`config.mk`:
```
export PLATFORM = sky130hd
export DESIGN_NAME = temp_sensor_reader
export DESIGN_NICKNAME = d
export VERILOG_FILES = /design/src/rtl/temp_pkg.sv /design/src/rtl/temp_avg4.sv /design/src/rtl/temp_sensor_reader.sv
export SDC_FILE = /design/constraint.sdc
export NUM_CORES = 1
export LEC_CHECK = 0
export CAP_MARGIN = 40
export CORE_MARGIN = 2
export CORE_UTILIZATION = 52
export CTS_CLUSTER_SIZE = 8
export DETAILED_ROUTE_END_ITERATION = 12
export GPL_TIMING_DRIVEN = 0
export PLACE_DENSITY_LB_ADDON = 0.1
export RECOVER_POWER = 100
export SYNTH_ARGS = -nofsm -noshare
export SYNTH_HDL_FRONTEND = slang
export SYNTH_SLANG_ARGS = --single-unit
```
`constraint.sdc`:
```
create_clock -name clk -period 3.5 [get_ports clk]
set_input_delay 0.7 -clock clk [delete_from_list [all_inputs] [get_ports clk]]
set_output_delay 0.7 -clock clk [all_outputs]
set_load 0.02 [all_outputs]
```
`src/rtl/temp_pkg.sv`:
```
// temp_pkg -- shared definitions for the temperature sensor reader.
//   TEMP_W     : width of one sensor word.
//   FAULT_WORD : word read when the data line floats high (sensor absent).
//   state_t    : frame sequencer states.
package temp_pkg;

    localparam int TEMP_W = 16;
    localparam logic [TEMP_W-1:0] FAULT_WORD = 16'hFFFF;

    typedef enum logic [2:0] {
        IDLE  = 3'd0,
        LEAD  = 3'd1,
        SHIFT = 3'd2,
        TRAIL = 3'd3,
        DONE  = 3'd4,
        WAIT  = 3'd5
    } state_t;

endpackage

```
`src/rtl/temp_avg4.sv`:
```
// temp_avg4 -- running mean of the last four accepted temperature samples.
// Ports:
//   clk, rst_n    : clock, asynchronous active-low reset
//   sample_valid  : one-cycle strobe, sample is a good reading
//   sample        : new reading
//   avg           : mean of the four history slots (18-bit sum >> 2)
// The first accepted sample after reset fills every slot so the mean starts
// at the first reading instead of ramping up from zero.
module temp_avg4
    import temp_pkg::*;
(
    input  logic              clk,
    input  logic              rst_n,
    input  logic              sample_valid,
    input  logic [TEMP_W-1:0] sample,
    output logic [TEMP_W-1:0] avg
);

    logic [TEMP_W-1:0] hist [4];
    logic              primed;
    logic [TEMP_W+1:0] sum;

    always_ff @(posedge clk or negedge rst_n) begin
        if (!rst_n) begin
            for (int unsigned i = 0; i < 4; i++) begin
                hist[i] <= '0;
            end
            primed <= 1'b0;
        end else if (sample_valid) begin
            if (!primed) begin
                for (int unsigned i = 0; i < 4; i++) begin
                    hist[i] <= sample;
                end
                primed <= 1'b1;
            end else begin
                hist[0] <= sample;
                hist[1] <= hist[0];
                hist[2] <= hist[1];
                hist[3] <= hist[2];
            end
        end
    end

    always_comb begin
        sum = {2'b00, hist[0]} + {2'b00, hist[1]} + {2'b00, hist[2]} + {2'b00, hist[3]};
        avg = sum[TEMP_W+1:2];
    end

endmodule

```
`src/rtl/temp_sensor_reader.sv`:
```
// temp_sensor_reader -- periodic 16-bit SPI-style read of a temperature sensor.
// Parameters:
//   CLK_DIV       : SCLK half-period in clk cycles (>= 2)
//   SAMPLE_PERIOD : clk cycles between frame starts (>= 34*CLK_DIV+4)
// Ports:
//   clk, rst_n : clock, asynchronous active-low reset
//   start_en   : level, enables periodic sampling
//   sens_cs_n  : sensor chip select (active low)
//   sens_sclk  : sensor serial clock (idles low)
//   sens_miso  : sensor serial data, MSB first
//   t_act      : current temperature word
//   t_valid    : one-cycle pulse, t_act updated this cycle
//   drop_en    : a trustworthy temperature is present
//   busy       : frame in progress (LEAD..DONE)
// Build option: define TEMP_AVG_EN to report the mean of the last four good
// samples (temp_avg4) instead of the raw sample.
module temp_sensor_reader
    import temp_pkg::*;
#(
    parameter int CLK_DIV       = 4,
    parameter int SAMPLE_PERIOD = 1000
) (
    input  logic              clk,
    input  logic              rst_n,
    input  logic              start_en,
    output logic              sens_cs_n,
    output logic              sens_sclk,
    input  logic              sens_miso,
    output logic [TEMP_W-1:0] t_act,
    output logic              t_valid,
    output logic              drop_en,
    output logic              busy
);

    localparam int DIV_W = $clog2(CLK_DIV);
    localparam int PC_W  = $clog2(SAMPLE_PERIOD);
    localparam logic [DIV_W-1:0] DIV_LAST = DIV_W'(CLK_DIV - 1);
    localparam logic [PC_W-1:0]  PC_LAST  = PC_W'(SAMPLE_PERIOD - 1);

    state_t            state;
    logic [DIV_W-1:0]  div_cnt;
    logic [PC_W-1:0]   period_cnt;
    logic [3:0]        bit_cnt;
    logic              sclk_r;
    logic [TEMP_W-1:0] shift_reg;
    logic              t_valid_r;
    logic              drop_en_r;

    logic div_end;
    logic period_end;
    logic frame_done;
    logic sample_ok;

    always_comb begin
        div_end    = (div_cnt == DIV_LAST);
        period_end = (period_cnt == PC_LAST);
        // The word is complete once TRAIL ends; results are registered on
        // that edge so they are visible during the single DONE cycle.
        frame_done = (state == TRAIL) && div_end;
        sample_ok  = frame_done && (shift_reg != FAULT_WORD);
    end

    always_ff @(posedge clk or negedge rst_n) begin
        if (!rst_n) begin
            state      <= IDLE;
            div_cnt    <= '0;
            period_cnt <= '0;
            bit_cnt    <= '0;
            sclk_r     <= 1'b0;
            shift_reg  <= '0;
            t_valid_r  <= 1'b0;
            drop_en_r  <= 1'b0;
        end else begin
            t_valid_r <= 1'b0;

            // Period counter is referenced to the first LEAD cycle of a frame.
            case (state)
                IDLE:    if (start_en) period_cnt <= '0;
                WAIT:    period_cnt <= period_end ? '0 : period_cnt + 1'b1;
                default: period_cnt <= period_cnt + 1'b1;
            endcase

            if (state == LEAD || state == SHIFT || state == TRAIL) begin
                div_cnt <= div_end ? '0 : div_cnt + 1'b1;
            end else begin
                div_cnt <= '0;
            end

            case (state)
                IDLE: begin
                    if (start_en) state <= LEAD;
                end
                LEAD: begin
                    if (div_end) state <= SHIFT;
                end
                SHIFT: begin
                    if (div_end) begin
                        if (!sclk_r) begin
                            // Same edge that raises SCLK captures the data bit.
                            sclk_r    <= 1'b1;
                            shift_reg <= {shift_reg[TEMP_W-2:0], sens_miso};
                        end else begin
                            sclk_r  <= 1'b0;
                            bit_cnt <= bit_cnt + 1'b1;
                            if (bit_cnt == 4'd15) state <= TRAIL;
                        end
                    end
                end
                TRAIL: begin
                    if (div_end) begin
                        state     <= DONE;
                        t_valid_r <= sample_ok;
                        drop_en_r <= sample_ok;
                    end
                end
                DONE: begin
                    state <= WAIT;
                end
                WAIT: begin
                    if (period_end) state <= start_en ? LEAD : IDLE;
                end
                default: begin
                    state <= IDLE;
                end
            endcase
        end
    end

`ifdef TEMP_AVG_EN
    temp_avg4 u_avg (
        .clk          (clk),
        .rst_n        (rst_n),
        .sample_valid (sample_ok),
        .sample       (shift_reg),
        .avg          (t_act)
    );
`else
    logic [TEMP_W-1:0] t_act_r;

    always_ff @(posedge clk or negedge rst_n) begin
        if (!rst_n) begin
            t_act_r <= '0;
        end else if (sample_ok) begin
            t_act_r <= shift_reg;
        end
    end

    assign t_act = t_act_r;
`endif

    always_comb begin
        sens_cs_n = !(state == LEAD || state == SHIFT || state == TRAIL);
        busy      = (state == LEAD) || (state == SHIFT) || (state == TRAIL) || (state == DONE);
        sens_sclk = sclk_r;
        t_valid   = t_valid_r;
        drop_en   = drop_en_r;
    end

endmodule

```
==> metrics.txt, run 1 <==
status=completed; Die Area=5130 sq um; worst min-delay path class=flip-flop to flip-flop; number of antenna violations at the first check in global routing=0; hold path startpoint=div_cnt[0]$_DFF_PN0_; skew final=0.00743 ns; CTS H-Tree Depth=2; drt drc=0; #FFs+latches synth=54; Crit path arrival time=3.03 ns; met1 Use GR=0.250; clock sink count=54; GRT overflow=0; CTS tree=done; Power, Total=0.000981 W; post-synthesis area per instance=13.3 sq um; Post-synth EDFFs=0; count of cell types in the netlist=38; period utilization=0.812; drt first pass iters=4; sequential fraction of design power=0.643; synthesized net count=186; root buf cell=clkbuf_8; most frequent CP cell=clkbuf_1; Worst Setup End Kind=flip-flop; starting density of the core=0.543; Ant. Diodes=0; detailed placement HPWL=2740 um; Worst Path Required=3.69 ns; FFs w/ async S/R, synth=1.00; busiest layer in global routing=met2; worst reg-to-reg path cell count=7; vias per cell=5.59; Fmax achieved=0.352 GHz; Fin. Hold Viols=0; clock transition at the registers of the reported paths=0.09 ns; RSZ-0062 raised after global routing=false; Final setup viols=0; static leakage=1.29 nW; number of nets with antenna violations after routing=0; sequential fraction of the synthesis area=0.568; number of global-route vias before repair=1477; CP startpoint=state[1]$_DFFE_PN0P_; final WL=3940 um; Max-Cap Viols=0; Setup crit start kind=flip-flop; CP max FO=10; setup bufs post-CTS=0; dpl cells=256; Syn Inst Count=179; Slew Viols, Final=0; layout cell share with drive strength beyond 1=0.175; Placeable Area=4380 sq um; Die Y=71.6 um; reg2reg end=t_act[15]$_DFFE_PN0P_; chip width=71.6 um; nets@finish=218; port buffer count=24; fill count=370; delay-heaviest family, CP=buffers and inverters; Final GP Congestion=0.817; synthesized area=2380 sq um; Final min period=2.84 ns; Synth Flop Type=dfrtp_1; logic gate share of total power=0.021; Buf/Inv on CP=3; Synth warnings=0; M2 GR Usage=0.260; global-route met3 utilization=0.0520; setup slack after placement=1.24 ns; Sw Ratio=0.213; number of CTS-inserted buffers=5; hold path cells=1; largest net degree at the start of global routing=39; first-pass GRT wire length=7060 um; worst-margin pin slew=1.04 ns; PwrDens=363 nW/um^2; post_cts resized=0; Finished Layout Cells=263; Clock Latency Late Sink=0.30 ns; All-Layer GR Usage=0.175; final setup TNS=0 ns; internal power=0.000772 W; Area Growth Syn to Fin=13.5%; row cnt=24; cts hold-fix bufs=0; hold worst-path end=div_cnt[0]$_DFF_PN0_; initial DRC count=52; Critical-path top delay cell=nor2_1; fin worst setup slack=0.659 ns; fin util=0.616; clock buffer depth=2; Rel. slew slack=0.300; Peak VDD IR=225 uV; FF-to-FF Start=state[1]$_DFFE_PN0P_; via count=1470; r2r setup slk=0.66 ns; CP peak stage delay=0.61 ns; CP Class=flip-flop to flip-flop; total net switching power=0.000209 W; num ports=25; fraction of power consumed by the clock network=0.336; CP cell instances=clkbuf_1 -> nand3b_2 -> or2_0 -> clkbuf_1 -> nor2_1 -> clkbuf_1 -> mux2_1; Avg WL per Cell=15.0 um
## how the worst max path moves through the flow
stage                             to  slack [ns]  cells after the start
2_1_floorplan              sens_cs_n        1.69                      2
3_3_place_gp    t_act[5]$_DFFE_PN0P_        0.24                      1
3_5_place_dp               sens_cs_n        1.24                      3
4_1_cts                    sens_cs_n        0.89                      3
5_1_grt        t_act[10]$_DFFE_PN0P_        0.42                      7
6_report       t_act[15]$_DFFE_PN0P_        0.66                      7
## layout by cell type, fill, tap and decap left out, types with 2 or more instances in the layout
master	instances
inv_1	3
nor3_1	2
nand4_1	10
xnor2_1	4
dfrtp_1	54
and3_1	3
clkbuf_8	5
mux2_1	5
mux2_2	25
dlygate4sd3_1	22
nand2_1	8
ha_1	3
xor2_1	10
nor2_1	17
mux2_4	2
o21ai_0	3
clkbuf_1	9
nand3_1	4
o22a_1	2
## power by group through the flow
stage | sequential [W] | combinational [W] | clock [W]
6_report | 0.000630 | 0.0000206 | 0.000330
5_1_grt | 0.000631 | 0.0000242 | 0.000362
4_1_cts | 0.000630 | 0.0000223 | 0.000339
3_5_place_dp | 0.000643 | 0.0000223 | 0
3_3_place_gp | 0.000643 | 0.0000191 | 0
2_1_floorplan | 0.000642 | 0.00000337 | 0
## cells by family after synthesis
kind of cell,after synthesis,share of synthesized area
AOI/OAI and AO/OA,12,0.0363
xor gates and xnor gates,14,0.0515
adders and majority gates,3,0.0158
buffers and inverters,11,0.0331
DFF,54,0.568
muxes,33,0.165
and+or+nand+nor,52,0.130
## cells in the mapped netlist (all sizes together), types with 2 or more instances
cell	instances	area, sq um
dfrtp	54	1350
mux2	32	383
nor2	17	80.1
nand4	10	62.6
xor2	10	87.6
nand2	8	30.0
buf	6	60.1
nand3	4	20.0
xnor2	4	35.0
and3	3	18.8
ha	3	37.5
inv	3	11.3
o21ai	3	15.0
and2	2	12.5
clkbuf	2	7.51
nor3	2	15.0
o22a	2	17.5
## per-layer routing
| layer | up-vias | share of wire |
|---|---|---|
| met5 | - | 0 |
| met2 | 25 | 0.45 |
| li1 | 693 | - |
| met1 | 746 | 0.50 |
| met4 | 0 | 0.014 |
| met3 | 6 | 0.036 |
## worst reg2reg max path: stages (launching register included)
cell	delay [ns]
dfrtp_1	0.33
clkbuf_1	0.33
nand3b_2	0.17
or2_0	0.23
clkbuf_1	0.16
nor2_1	0.61
clkbuf_1	0.51
mux2_1	0.38
## metrics by stage
| step | hold WS, ns | area [sq um] |
|---|---|---|
| final | 0.440 | 2700 |
| after global routing | 0.470 | 2700 |
| after CTS | 0.313 | 2780 |
| after detailed placement | 0.433 | 2700 |
| after global placement | 0.424 | 2680 |
| after floorplan | 0.404 | 2380 |
## area by class of cell
cell class | count | area [sq um] | share of cell area
sequential | 54 | 1350 | 0.500
inverter | 3 | 11.3 | 0.00417
multi-input combinational | 114 | 903 | 0.335
buffer | 8 | 38.8 | 0.0144
clock buffer | 7 | 76.3 | 0.0283
tap | 52 | 65.1 | 0.0241
timing repair buffer | 25 | 254 | 0.0941
No activity file was read; power rests on OpenSTA's default activity.
==> run 2, diff against run 1 <==
CORE_UTILIZATION = 50   (was 52)
clock period = 2.3 ns   (was 3.5 ns; I/O delays follow)
==> run 2 against run 1 <==
The flow now finishes with violations (capacitance limit, slew limit). Power is 55% higher. Combinational power up 62%. Die area up 3.8%. Final cell count rose by 1.1%. Clock-buffer cell count unchanged. Sequential power rose by 52%. Sequential share of layout area down 0.89 points. Clock skew is 0.0019 ns lower. Critical path depth unchanged. Critical path type unchanged. Highest routed layer unchanged.
==> metrics.txt, run 2 (same netlist as run 1, synthesis figures left out) <==
CTS H-Tree Depth=2 (unchanged); hold worst-path end=div_cnt[0]$_DFF_PN0_; row cnt=25 (+4.2%); Final setup viols=0 (unchanged); total placed instance area=2710 sq um (+0.37%); root buf cell=clkbuf_8; detailed placement HPWL=2830 um (+3.3%); violated checks=capacitance limit, slew limit; PwrDens=553 nW/um^2 (+52%); initial DRC count=54 (+3.8%); dpl cells=258 (+0.78%); vias per cell=5.42 (-2.9%); drt drc=0 (unchanged); number of CTS-inserted buffers=5 (unchanged); All-Layer GR Usage=0.170 (-0.00420); CP cell instances=ha_1 -> nand3b_1 -> or2_0 -> clkbuf_1 -> nor2_8 -> buf_12 -> mux2_1; drt first pass iters=4 (unchanged); clock transition at the registers of the reported paths=0.09 ns (about the same); number of antenna violations at the first check in global routing=0 (unchanged); Final min period=2.04 ns (-0.799 ns); fill count=398 (+7.6%); Setup crit start kind=flip-flop; CP startpoint=div_cnt[0]$_DFF_PN0_; via count=1443 (-1.8%); worst-margin pin slew=1.80 ns (+0.757 ns); Slew Viols, Final=32 (+32); worst reg-to-reg path cell count=7 (unchanged); Max-Cap Viols=1 (+1); Placeable Area=4660 sq um (+6.3%); reg2reg end=t_act[11]$_DFFE_PN0P_; FF-to-FF Start=div_cnt[0]$_DFF_PN0_; CP peak stage delay=0.36 ns (-0.25 ns); period utilization=0.888 (+0.0762); final WL=3900 um (-0.81%); static leakage=1.32 nW (+2.1%); num ports=25 (unchanged); CTS tree=done; Finished Layout Cells=266 (+1.1%); Die Y=73.0 um (+1.9%); largest net degree at the start of global routing=33 (-15%); most frequent cells in the layout=dfrtp_1, mux2_2, dlygate4sd3_1, nor2_1; clock sink count=54 (unchanged); number of global-route vias before repair=1492 (+1.0%); CP Class=flip-flop to flip-flop; Area Growth Syn to Fin=15.6%; CP max FO=10 (unchanged); clock buffer depth=2 (unchanged); port buffer count=24 (unchanged); nets@finish=218 (unchanged); Final GP Congestion=0.817 (unchanged); Fin. Hold Viols=0 (unchanged); starting density of the core=0.510 (-0.0322); r2r setup slk=0.26 ns (-0.40 ns); most common cell after layout, fill and taps aside=dfrtp_1; Rel. slew slack=-0.197 (-0.497); chip width=73.0 um (+1.9%); setup slack after placement=0.326 ns (-0.917 ns); Critical-path top delay cell=dfrtp_1; number of nets with antenna violations after routing=0 (unchanged); Worst Setup End Kind=flip-flop; first-pass GRT wire length=6820 um (-3.4%); layout cell share with drive strength beyond 1=0.198 (+0.0228); Avg WL per Cell=14.7 um (-1.9%); worst min-delay path class=flip-flop to flip-flop; Clock Latency Late Sink=0.30 ns (about the same); fin worst setup slack=0.258 ns (-0.401 ns); hold path startpoint=div_cnt[0]$_DFF_PN0_; Peak VDD IR=301 uV (+34%); Worst Path Required=2.48 ns (-1.21 ns); hold path cells=1 (unchanged); cts hold-fix bufs=0 (unchanged); RSZ-0062 raised after global routing=false; Ant. Diodes=0 (unchanged); Die Area=5320 sq um (+3.8%); Fmax achieved=0.490 GHz (+39%); final instance area=2750 sq um (+1.8%); GRT overflow=0 (unchanged); status=finished, violations left; Crit path arrival time=2.23 ns (-0.80 ns); skew final=0.00555 ns (-0.00188 ns)
run 2: changes by cell type in the layout (fill, tap and decap cells not counted), sizes merged:
cell | previous run | this run
dlygate4sd3 | 22 | 19
dlygate4sd2 | 0 | 1
clkdlybuf4s50 | 1 | 2
buf | 3 | 6
clkinv | 0 | 1
clkbuf | 14 | 12
run 2: metrics by stage:
step	setup TNS [ns]	hold WS (ns)	total power (W)	util
after floorplan	0	0.164	0.000982	-
after global placement	-37.96	0.427	0.00101	0.576
after detailed placement	0	0.432	0.00101	0.581
after CTS	0	0.227	0.00155	0.601
after global routing	0	0.455	0.00160	0.590
final	0	0.437	0.00152	0.590
run 2: power breakdown:
| part | total [W] | internal [W] | switching [W] |
|---|---|---|---|
| registers | 0.000959 | 0.000954 | 0.00000537 |
| logic | 0.0000334 | 0.0000124 | 0.0000210 |
| clock network | 0.000528 | 0.000243 | 0.000284 |
| total | 0.00152 | 0.00121 | 0.000311 |
run 2: repair_timing:
action / CTS / global route
endpoints found under the setup margin: 1 / 1
resized for setup: 1 / 1
setup buffers: 0 / 0
run 2: metal layers:
| metal | part of all wire | track usage | up-vias |
|---|---|---|---|
| li1 | - | - | 694 |
| met5 | 0 | 0 | - |
| met1 | 0.44 | 0.218 | 721 |
| met2 | 0.51 | 0.269 | 19 |
| met4 | 0.022 | 0.0885 | 0 |
| met3 | 0.029 | 0.0428 | 9 |
run 2: area by class of cell:
class	count	area (sq um)	area share
inverter	3	11.3	0.00410
clock buffer	7	86.3	0.0314
multi-input combinational	114	913	0.332
tap	54	67.6	0.0246
timing repair buffer	25	254	0.0924
sequential	54	1350	0.492
clock inverter	1	5.00	0.00182
buffer	8	60.1	0.0218
run 2: worst max-delay path by stage:
stage	endpoint	slack, ns	cells past startpoint
global route	t_act[11]$_DFFE_PN0P_	0.12	7
detailed placement	sens_cs_n	0.33	3
CTS	busy	0.01	4
global placement	t_act[10]$_DFFE_PN0P_	-0.71	1
finish	t_act[11]$_DFFE_PN0P_	0.26	7
floorplan	t_act[10]$_DFFE_PN0P_	0.56	7
run 2: worst max-delay path: cells and delay by family (launching register included):
family / cells / cell delay, ns
multiplexers: 1 / 0.33
flip-flops: 1 / 0.36
adder cells (fa/ha/maj): 1 / 0.22
buffers and inverters: 2 / 0.37
AND/OR/NAND/NOR: 3 / 0.65
